--- src/rtl/acorn128_sequencer.sv ---
// ACORN-128 control sequencer: walks INIT, AD, message and finalization phases and
// drives the per-step m/ca/cb inputs of the state-update stage. Define ACORN128_FINAL_EN to include FINAL.
module acorn128_sequencer (
  input  logic         clk,
  input  logic         rst,
  input  logic         start,
  input  logic [127:0] key,
  input  logic [127:0] iv,
  input  logic [15:0]  ad_len,
  input  logic [15:0]  msg_len,
  input  logic         din_valid,
  input  logic         din_bit,
  output logic         din_ready,
  output logic         step_en,
  output logic         mbit_out,
  output logic         ca_out,
  output logic         cb_out,
  output logic         ks_sel,
  output logic         busy,
  output logic         done
);

  typedef enum logic [2:0] {
    S_IDLE,
    S_INIT,
    S_AD_DATA,
    S_AD_PAD,
    S_MSG_DATA,
    S_MSG_PAD
`ifdef ACORN128_FINAL_EN
    , S_FINAL
`endif
  } state_t;

  localparam logic [10:0] INIT_LAST  = 11'd1791;
  localparam logic [10:0] PAD_LAST   = 11'd255;
`ifdef ACORN128_FINAL_EN
  localparam logic [10:0] FINAL_LAST = 11'd767;
`endif

  state_t      state_q, state_d;
  logic [10:0] cnt_q, cnt_d;
  // Data phases accept up to 65535 bits, beyond the reach of the 11-bit step counter.
  logic [15:0] bits_q, bits_d;
  logic [15:0] ad_len_q, ad_len_d;
  logic [15:0] msg_len_q, msg_len_d;

  // NOTE: state registers use non-blocking assignments so every flop samples pre-edge values.
  always_ff @(posedge clk or posedge rst) begin
    if (rst) begin
      state_q   <= S_IDLE;
      cnt_q     <= '0;
      bits_q    <= '0;
      ad_len_q  <= '0;
      msg_len_q <= '0;
    end else begin
      state_q   <= state_d;
      cnt_q     <= cnt_d;
      bits_q    <= bits_d;
      ad_len_q  <= ad_len_d;
      msg_len_q <= msg_len_d;
    end
  end

  // NOTE: every output and next-state variable gets a default first so no latch is inferred.
  always_comb begin
    state_d   = state_q;
    cnt_d     = cnt_q;
    bits_d    = bits_q;
    ad_len_d  = ad_len_q;
    msg_len_d = msg_len_q;
    din_ready = 1'b0;
    step_en   = 1'b0;
    mbit_out  = 1'b0;
    ca_out    = 1'b0;
    cb_out    = 1'b0;
    ks_sel    = 1'b0;
    done      = 1'b0;
    busy      = (state_q != S_IDLE);

    case (state_q)
      S_IDLE: begin
        if (start) begin
          ad_len_d  = ad_len;
          msg_len_d = msg_len;
          cnt_d     = '0;
          bits_d    = '0;
          state_d   = S_INIT;
        end
      end

      S_INIT: begin
        step_en = 1'b1;
        ca_out  = 1'b1;
        cb_out  = 1'b1;
        // Steps 128..255 load the IV; step 256 injects the inverted first key bit.
        if (cnt_q[10:7] == 4'd1)  mbit_out = iv[cnt_q[6:0]];
        else if (cnt_q == 11'd256) mbit_out = ~key[0];
        else                       mbit_out = key[cnt_q[6:0]];
        if (cnt_q == INIT_LAST) begin
          cnt_d   = '0;
          state_d = (ad_len_q == 16'd0) ? S_AD_PAD : S_AD_DATA;
        end else begin
          cnt_d = cnt_q + 11'd1;
        end
      end

      S_AD_DATA: begin
        din_ready = 1'b1;
        if (din_valid) begin
          step_en  = 1'b1;
          mbit_out = din_bit;
          ca_out   = 1'b1;
          cb_out   = 1'b1;
          if (bits_q == ad_len_q - 16'd1) begin
            bits_d  = '0;
            cnt_d   = '0;
            state_d = S_AD_PAD;
          end else begin
            bits_d = bits_q + 16'd1;
          end
        end
      end

      S_AD_PAD: begin
        step_en  = 1'b1;
        mbit_out = (cnt_q == 11'd0);
        ca_out   = ~cnt_q[7];
        cb_out   = 1'b1;
        if (cnt_q == PAD_LAST) begin
          cnt_d   = '0;
          state_d = (msg_len_q == 16'd0) ? S_MSG_PAD : S_MSG_DATA;
        end else begin
          cnt_d = cnt_q + 11'd1;
        end
      end

      S_MSG_DATA: begin
        din_ready = 1'b1;
        if (din_valid) begin
          step_en  = 1'b1;
          mbit_out = din_bit;
          ca_out   = 1'b1;
          ks_sel   = 1'b1;
          if (bits_q == msg_len_q - 16'd1) begin
            bits_d  = '0;
            cnt_d   = '0;
            state_d = S_MSG_PAD;
          end else begin
            bits_d = bits_q + 16'd1;
          end
        end
      end

      S_MSG_PAD: begin
        step_en  = 1'b1;
        mbit_out = (cnt_q == 11'd0);
        ca_out   = ~cnt_q[7];
        if (cnt_q == PAD_LAST) begin
          cnt_d = '0;
`ifdef ACORN128_FINAL_EN
          state_d = S_FINAL;
`else
          done    = 1'b1;
          state_d = S_IDLE;
`endif
        end else begin
          cnt_d = cnt_q + 11'd1;
        end
      end

`ifdef ACORN128_FINAL_EN
      S_FINAL: begin
        step_en = 1'b1;
        ca_out  = 1'b1;
        cb_out  = 1'b1;
        if (cnt_q == FINAL_LAST) begin
          done    = 1'b1;
          cnt_d   = '0;
          state_d = S_IDLE;
        end else begin
          cnt_d = cnt_q + 11'd1;
        end
      end
`endif

      default: state_d = S_IDLE;
    endcase
  end

endmodule

--- config.mk ---
export PLATFORM = sky130hd
export DESIGN_NAME = acorn128_sequencer
export DESIGN_NICKNAME = d
export VERILOG_FILES = /design/src/rtl/acorn128_sequencer.sv
export SDC_FILE = /design/constraint.sdc
export NUM_CORES = 1
export LEC_CHECK = 0
export BUFFER_PORTS_ARGS = -buffer_cell sky130_fd_sc_hd__buf_2
export CAP_MARGIN = 5
export CORE_UTILIZATION = 46
export DETAILED_ROUTE_END_ITERATION = 16
export GPL_ROUTABILITY_DRIVEN = 0
export PLACE_DENSITY = 0.85
export SLEW_MARGIN = 25
export SYNTH_ARGS = -nofsm -noshare
export SYNTH_HDL_FRONTEND = slang
export SYNTH_SLANG_ARGS = --single-unit
--- constraint.sdc ---
create_clock -name clk -period 4 [get_ports clk]
set_input_delay 0.6 -clock clk [delete_from_list [all_inputs] [get_ports clk]]
set_output_delay 0.6 -clock clk [all_outputs]
set_load 0.01 [all_outputs]
* Yosys cells after proc, flatten, opt, wreduce, memory -nomap -nowiden
Cells that the tools add are included.
** Cells by class
- Add/sub/neg operators :: 4
- Magnitude comparators :: 1
- Equality and inequality tests :: 19
- Multiplexer cells :: 41
- Bitwise operators :: 2
- Reductions and logical operators :: 15
** Operators by type and width (count)
- 16-bit two-way mux :: 5
- 11-bit two-way mux :: 7
- 11-bit case mux with 5 select lines :: 1
- 16-bit case mux with 3 select lines :: 1
- 16-bit equality test :: 2
- 16-bit zero test :: 2
- 16-bit by 1-bit subtractor with 16-bit output, second input constant :: 2
- 3-bit two-way mux :: 8
- 3-bit case mux with 6 select lines :: 1
- 16-bit by 1-bit adder with 16-bit output, second input constant :: 1
- 2-bit inequality test, second input constant :: 8
- 1-bit binary-select mux with 7-bit select :: 2
- 1-bit two-way mux :: 12
- 11-bit by 1-bit adder with 11-bit output, second input constant :: 1
- 11-bit equality test, second input constant :: 1
- 11-bit by 8-bit equality test with 1-bit output, second input constant :: 1
- 11-bit by 9-bit equality test with 1-bit output, second input constant :: 1
- 11-bit zero test :: 1
- 7-bit by 8-bit less-than comparator with 1-bit output, second input constant :: 1
- 8-bit AND reduction :: 1
- 3-bit by 2-bit equality test with 1-bit output, second input constant :: 2
- 3-bit equality test, second input constant :: 2
- 1-bit case mux with 3 select lines :: 2
- 6-bit AND reduction :: 1
- other kinds (11) :: 16
** Storage, ports and cells
- Flip-flop bits (word level) :: 62
- Input port bits :: 293
- Output and inout port bits :: 8

* Depth between registers and ports, before layout
- Depth after elaboration :: 5
- Depth in mapped cells :: 13
- Mapped depth without buffers :: 11

* Worst setup path after synthesis
No wires, ideal clock.
- Path kind :: register to output
- Start :: register cnt_q[0]
- End :: output mbit_out
- Data arrival time :: 2.767 ns
- Data required time :: 3.400 ns
- Slack :: 0.633 ns
- Cell stages (with the launch flop) :: 13
- Path buffers :: 3
- Path through :: dfrtp_1 -> clkbuf_1 -> buf_1 -> buf_2 -> mux2_2 -> a221oi_1 -> nor2_1 -> o22ai_1 -> o221ai_1 -> o21ai_0 -> o21ai_0 -> o31ai_1 -> nand3_1
** On the way
- Cells in the longest elaborated chain, start to end :: 5
** Ends and longest elaborated chain
- start: declaration :: line 42 : logic [10:0] cnt_q, cnt_d;
- start signal: assignment :: line 58 : cnt_q <= cnt_d;
- 1-bit binary-select mux with 7-bit select :: line 99 : else mbit_out = key[cnt_q[6:0]];
- 1-bit two-way mux (implied by the code) :: line 99
- 1-bit two-way mux :: line 98 : else if (cnt_q == 11'd256) mbit_out = ~key[0];
- 1-bit two-way mux :: line 97 : if (cnt_q[10:7] == 4'd1) mbit_out = iv[cnt_q[6:0]];
- 1-bit case mux with 3 select lines * :: line 81 : case (state_q)
- end: declaration :: line 15 : output logic mbit_out,
Mark *: on every way between the ends. The rest lies on a longest branch, timed or not. The select of a mux whose other input is x is not followed.

* Worst setup path in the final report
Same ends and word-level chain as after synthesis.

==> results by group <==
Route
  • Total routed wirelength: roughly 24000 um
  • Drt wl/cell: between 20 and 25 um
  • Number of nets still failing antenna checks after routing: 0
  • Number of remaining DRC errors: 0
  • Number of optimization iterations in the first detailed-route pass: 5
  • Violation count after the first detailed-route iteration: ~820
  • DR vias: between 6k and 7k
  • Detailed-route vias per instance: 6.028

GRT
  • Pin count of the biggest net entering global routing: slightly above 40
  • Wire length of the first global-routing pass: roughly 36000 um
  • Residual overflow from global routing: 0
  • Number of global-route vias before repair: 6784
  • Initial antenna violation count: 7
  • All-Layer GR Usage: approximately a third

Clock tree
  • Clock tree root driver cell: sky130_fd_sc_hd__clkbuf_16
  • Hold buffer count at cts: 0
  • Number of sinks driven by the clock tree: 62
  • Source-to-sink clock delay at the later pin of the worst-skew pair: between 0.3 and 0.4 ns
  • CTS tree: yes
  • Max clock buf depth: 2
  • Clock transition at the registers of the reported paths: approximately 0.060 ns
  • Number of clock buffers inserted by TritonCTS: 9
  • Clock H-tree levels: 3

Critical path
  • Critical path capture point type: output port
  • Maximum fanout along the worst path: 19
  • Cell family with the largest share of critical-path delay: buffers and inverters
  • Crit path buffers/inverters: 3
  • Top cell by count, worst path: sky130_fd_sc_hd__buf_4
  • Critical path type: register to output port
  • Startpoint of the worst register-to-register path: msg_len_q[0]$_DFFE_PP0P_
  • CP Launch Type: register
  • Max stage delay cell, worst path: sky130_fd_sc_hd__dfrtp_4
  • Worst-case register-to-register setup slack: approximately 0.61 ns
  • Endpoint of the worst register-to-register path: bits_q[3]$_DFFE_PP0P_
  • Maximum single-stage delay on the critical path: 0.64 ns
  • Path depth of the worst reg2reg path: 10
  • Required time worst endpoint: between 3 and 4 ns
  • Critical path data arrival time: approximately 3.2 ns
  • Critical path cell sequence: buf_4 > mux4_2 > mux2i_1 > o32ai_1 > nor4_1 > buf_4 > o21bai_1 > nand4_1 > nand3_1 > buf_2

Synth
  • Largest area contributor in the synthesized netlist: sky130_fd_sc_hd__dfrtp_1
  • Synth warn: 0
  • Synthesized flop and latch total: between 60 and 70
  • FFs w/ async S/R, synth: between 90% and 100%
  • Mapped Nets: between 900 and 1k
  • Portion of synthesized cell area occupied by the leading cell type: between 20% and 30%
  • Average instance area after synthesis: 9.216 sq um
  • Top-count cell post-synth: sky130_fd_sc_hd__nand2_1
  • Sequential-to-total area share from yosys stat: about a quarter
  • Commonest cells post-synth: 64 x sky130_fd_sc_hd__nand2_1, 62 x sky130_fd_sc_hd__dfrtp_1, 56 x sky130_fd_sc_hd__nor2_1, 50 x sky130_fd_sc_hd__mux4_2, 40 x sky130_fd_sc_hd__mux2_2
  • Post-synth EDFFs: 0
  • Number of cells produced by synthesis: 687
  • Cell Area, Synth: roughly 0.0063 sq mm
  • Ranking of synthesized cells by area: sky130_fd_sc_hd__dfrtp_1 25%, sky130_fd_sc_hd__mux4_2 18%, sky130_fd_sc_hd__mux2_2 7.1%
  • Flip-flop cell with the highest count after synthesis: sky130_fd_sc_hd__dfrtp_1
  • Number of distinct library cells after synthesis: 70

Floorplanning
  • Die Ht: around 120 um
  • Horizontal die dimension: 119.3 um
  • Starting density of the core: a little under half
  • Area of the core region: approximately 0.013 sq mm
  • Standard-cell rows: 42
  • Io pins: approximately 300
  • Die footprint: ~0.014 sq mm

STA
  • Number of max-slew violations in the final report: 0
  • Maximum frequency from static timing analysis: about 260 MHz
  • Crit share post-route: between 90% and 100%
  • Period minus WS final: between 3 and 4 ns
  • Hold violation count in the final report: 0
  • Max Clock Skew: 0.007407 ns
  • Slew HR: a little over two fifths
  • RSZ-0062 raised after global routing: false
  • Actual slew at the worst max-slew pin: 0.8496 ns
  • Number of failing setup endpoints in the final timing report: 0
  • Final sum of negative setup slack: 0 ns

Status
  • Run status: complete, no violations

Hold path
  • Classification of the worst-slack hold path: input pin to async pin

Cells and area
  • Layout net count: around 1.3k
  • Area growth syn-to-layout: 31.70%
  • Summed area of non-filler cells in the final layout: approximately 0.0083 sq mm
  • Share of cells above drive strength 1: a little under half

Power
  • Power density normalized to cell area: between 200 and 250 mW/mm^2
  • Overall power: roughly 1800 uW
  • P_leak: 0.003735 uW
  • Worst supply voltage drop on vdd: ~0.00014 V

Placed design
  • HPWL after detailed placement: approximately 19000 um
  • Placed Area: around 0.0080 sq mm
  • Count of input and output buffers: 300

Flow run
  • Maximum Capacitance Violations: 0
[flip-flops by register name, indices dropped and copies added, names as in the netlist]
signal,count
bits_q,16
msg_len_q,16
cnt_q,11
state_q,3
ad_len_q,16
[worst register-to-register path, stage by stage, from the launching register on]
cell	delay [ns]
sky130_fd_sc_hd__dfrtp_1	0.43
sky130_fd_sc_hd__or4_4	0.60
sky130_fd_sc_hd__nor4_2	0.35
sky130_fd_sc_hd__o2111ai_1	0.16
sky130_fd_sc_hd__a2111oi_1	0.38
sky130_fd_sc_hd__a31oi_1	0.18
sky130_fd_sc_hd__nor4b_2	0.38
sky130_fd_sc_hd__a21oi_1	0.12
sky130_fd_sc_hd__buf_4	0.22
sky130_fd_sc_hd__and3_1	0.19
sky130_fd_sc_hd__a221o_1	0.26
[cell type report]
cell class / instances / area, sq um
fillers: 1149 / 5010
multi-input cells: 547 / 4466
repair buffers: 325 / 1702
flip-flops and latches: 62 / 1556
clock buffers: 11 / 252.7
well taps: 176 / 220.2
inverters: 21 / 78.83
clock inverters: 5 / 57.56
diodes: 2 / 5.005
[what timing repair did]
action / 4_1_cts / 5_1_grt
gates resized for setup: 0 / 0
setup buffers: 1 / 0
endpoints found under the setup margin: 1 / 0
[logic make-up after synthesis]
logic type                 synth area share, %
adders and majority gates                1.146
DFF                                      24.51
muxes                                    28.85
and+or+nand+nor                          19.29
AOI/OAI and AO/OA                        15.40
buffers and inverters                    5.000
xor gates and xnor gates                 5.810
[layout by cell type, fill, tap and decap left out, types with 5 or more instances in the layout]
| cell type | count |
|---|---|
| sky130_fd_sc_hd__buf_2 | 300 |
| sky130_fd_sc_hd__nand2_1 | 64 |
| sky130_fd_sc_hd__dfrtp_1 | 60 |
| sky130_fd_sc_hd__nor2_1 | 55 |
| sky130_fd_sc_hd__mux4_2 | 50 |
| sky130_fd_sc_hd__mux2_2 | 40 |
| sky130_fd_sc_hd__a21oi_1 | 30 |
| sky130_fd_sc_hd__o21ai_0 | 28 |
| sky130_fd_sc_hd__mux2i_1 | 25 |
| sky130_fd_sc_hd__buf_4 | 24 |
| sky130_fd_sc_hd__nor3_1 | 22 |
| sky130_fd_sc_hd__xnor2_1 | 21 |
| sky130_fd_sc_hd__xor2_1 | 21 |
| sky130_fd_sc_hd__nand3_1 | 18 |
| sky130_fd_sc_hd__inv_1 | 18 |
| sky130_fd_sc_hd__a31oi_1 | 14 |
| sky130_fd_sc_hd__and3_1 | 13 |
| sky130_fd_sc_hd__a211oi_1 | 12 |
| sky130_fd_sc_hd__nor2b_1 | 10 |
| sky130_fd_sc_hd__o22ai_1 | 10 |
| sky130_fd_sc_hd__clkbuf_16 | 9 |
| sky130_fd_sc_hd__nor4_1 | 8 |
| sky130_fd_sc_hd__nand2b_1 | 7 |
| sky130_fd_sc_hd__a22o_1 | 7 |
| sky130_fd_sc_hd__nand4_1 | 6 |
| sky130_fd_sc_hd__a221o_1 | 6 |
| sky130_fd_sc_hd__ha_1 | 5 |
[how the worst max path moves through the flow]
stage	startpoint	end	slack [ns]	depth (start not counted)
2_1_floorplan	cnt_q[0]$_DFFE_PP0P_	mbit_out	0.63	12
3_3_place_gp	cnt_q[0]$_DFFE_PP0P_	mbit_out	0.36	10
3_5_place_dp	cnt_q[0]$_DFFE_PP0P_	mbit_out	0.30	10
4_1_cts	cnt_q[0]$_DFFE_PP0P_	mbit_out	0.17	10
5_1_grt	cnt_q[0]$_DFFE_PP0P_	mbit_out	0.10	10
6_report	cnt_q[0]$_DFFE_PP0P_	mbit_out	0.16	10
[power breakdown]
part           leakage [uW]  internal, uW  switching [uW]
Clock              0.000144           514             288
Sequential         0.000796           645            27.7
Combinational       0.00279           195             133
Total               0.00373          1350             449
[metal layers]
| metal | vias up | wire, um | part of all wire, % | global-route usage, % |
|---|---|---|---|---|
| met5 | - | 16 | 0.068 | 0 |
| li1 | 3174 | - | - | - |
| met3 | 59 | 2066 | 8.7 | 6.513 |
| met4 | 2 | 844 | 3.6 | 16.02 |
| met2 | 377 | 11890 | 50 | 56.61 |
| met1 | 3314 | 8801 | 37 | 39.87 |
[per-stage QoR]
step / utilization, % / instances / setup slack (ns) / hold slack [ns]
after floorplan: - / 687 / 0.6334 / 0.5226
after global placement: 59.96 / 1130 / 0.3591 / 0.5402
after detailed placement: 59.96 / 1130 / 0.2962 / 0.5475
after CTS: 62.43 / 1147 / 0.1744 / 0.4677
after global routing: 62.47 / 1149 / 0.1019 / 0.4838
final: 62.47 / 1149 / 0.1568 / 0.4345
(Power assumes the default switching activity.)
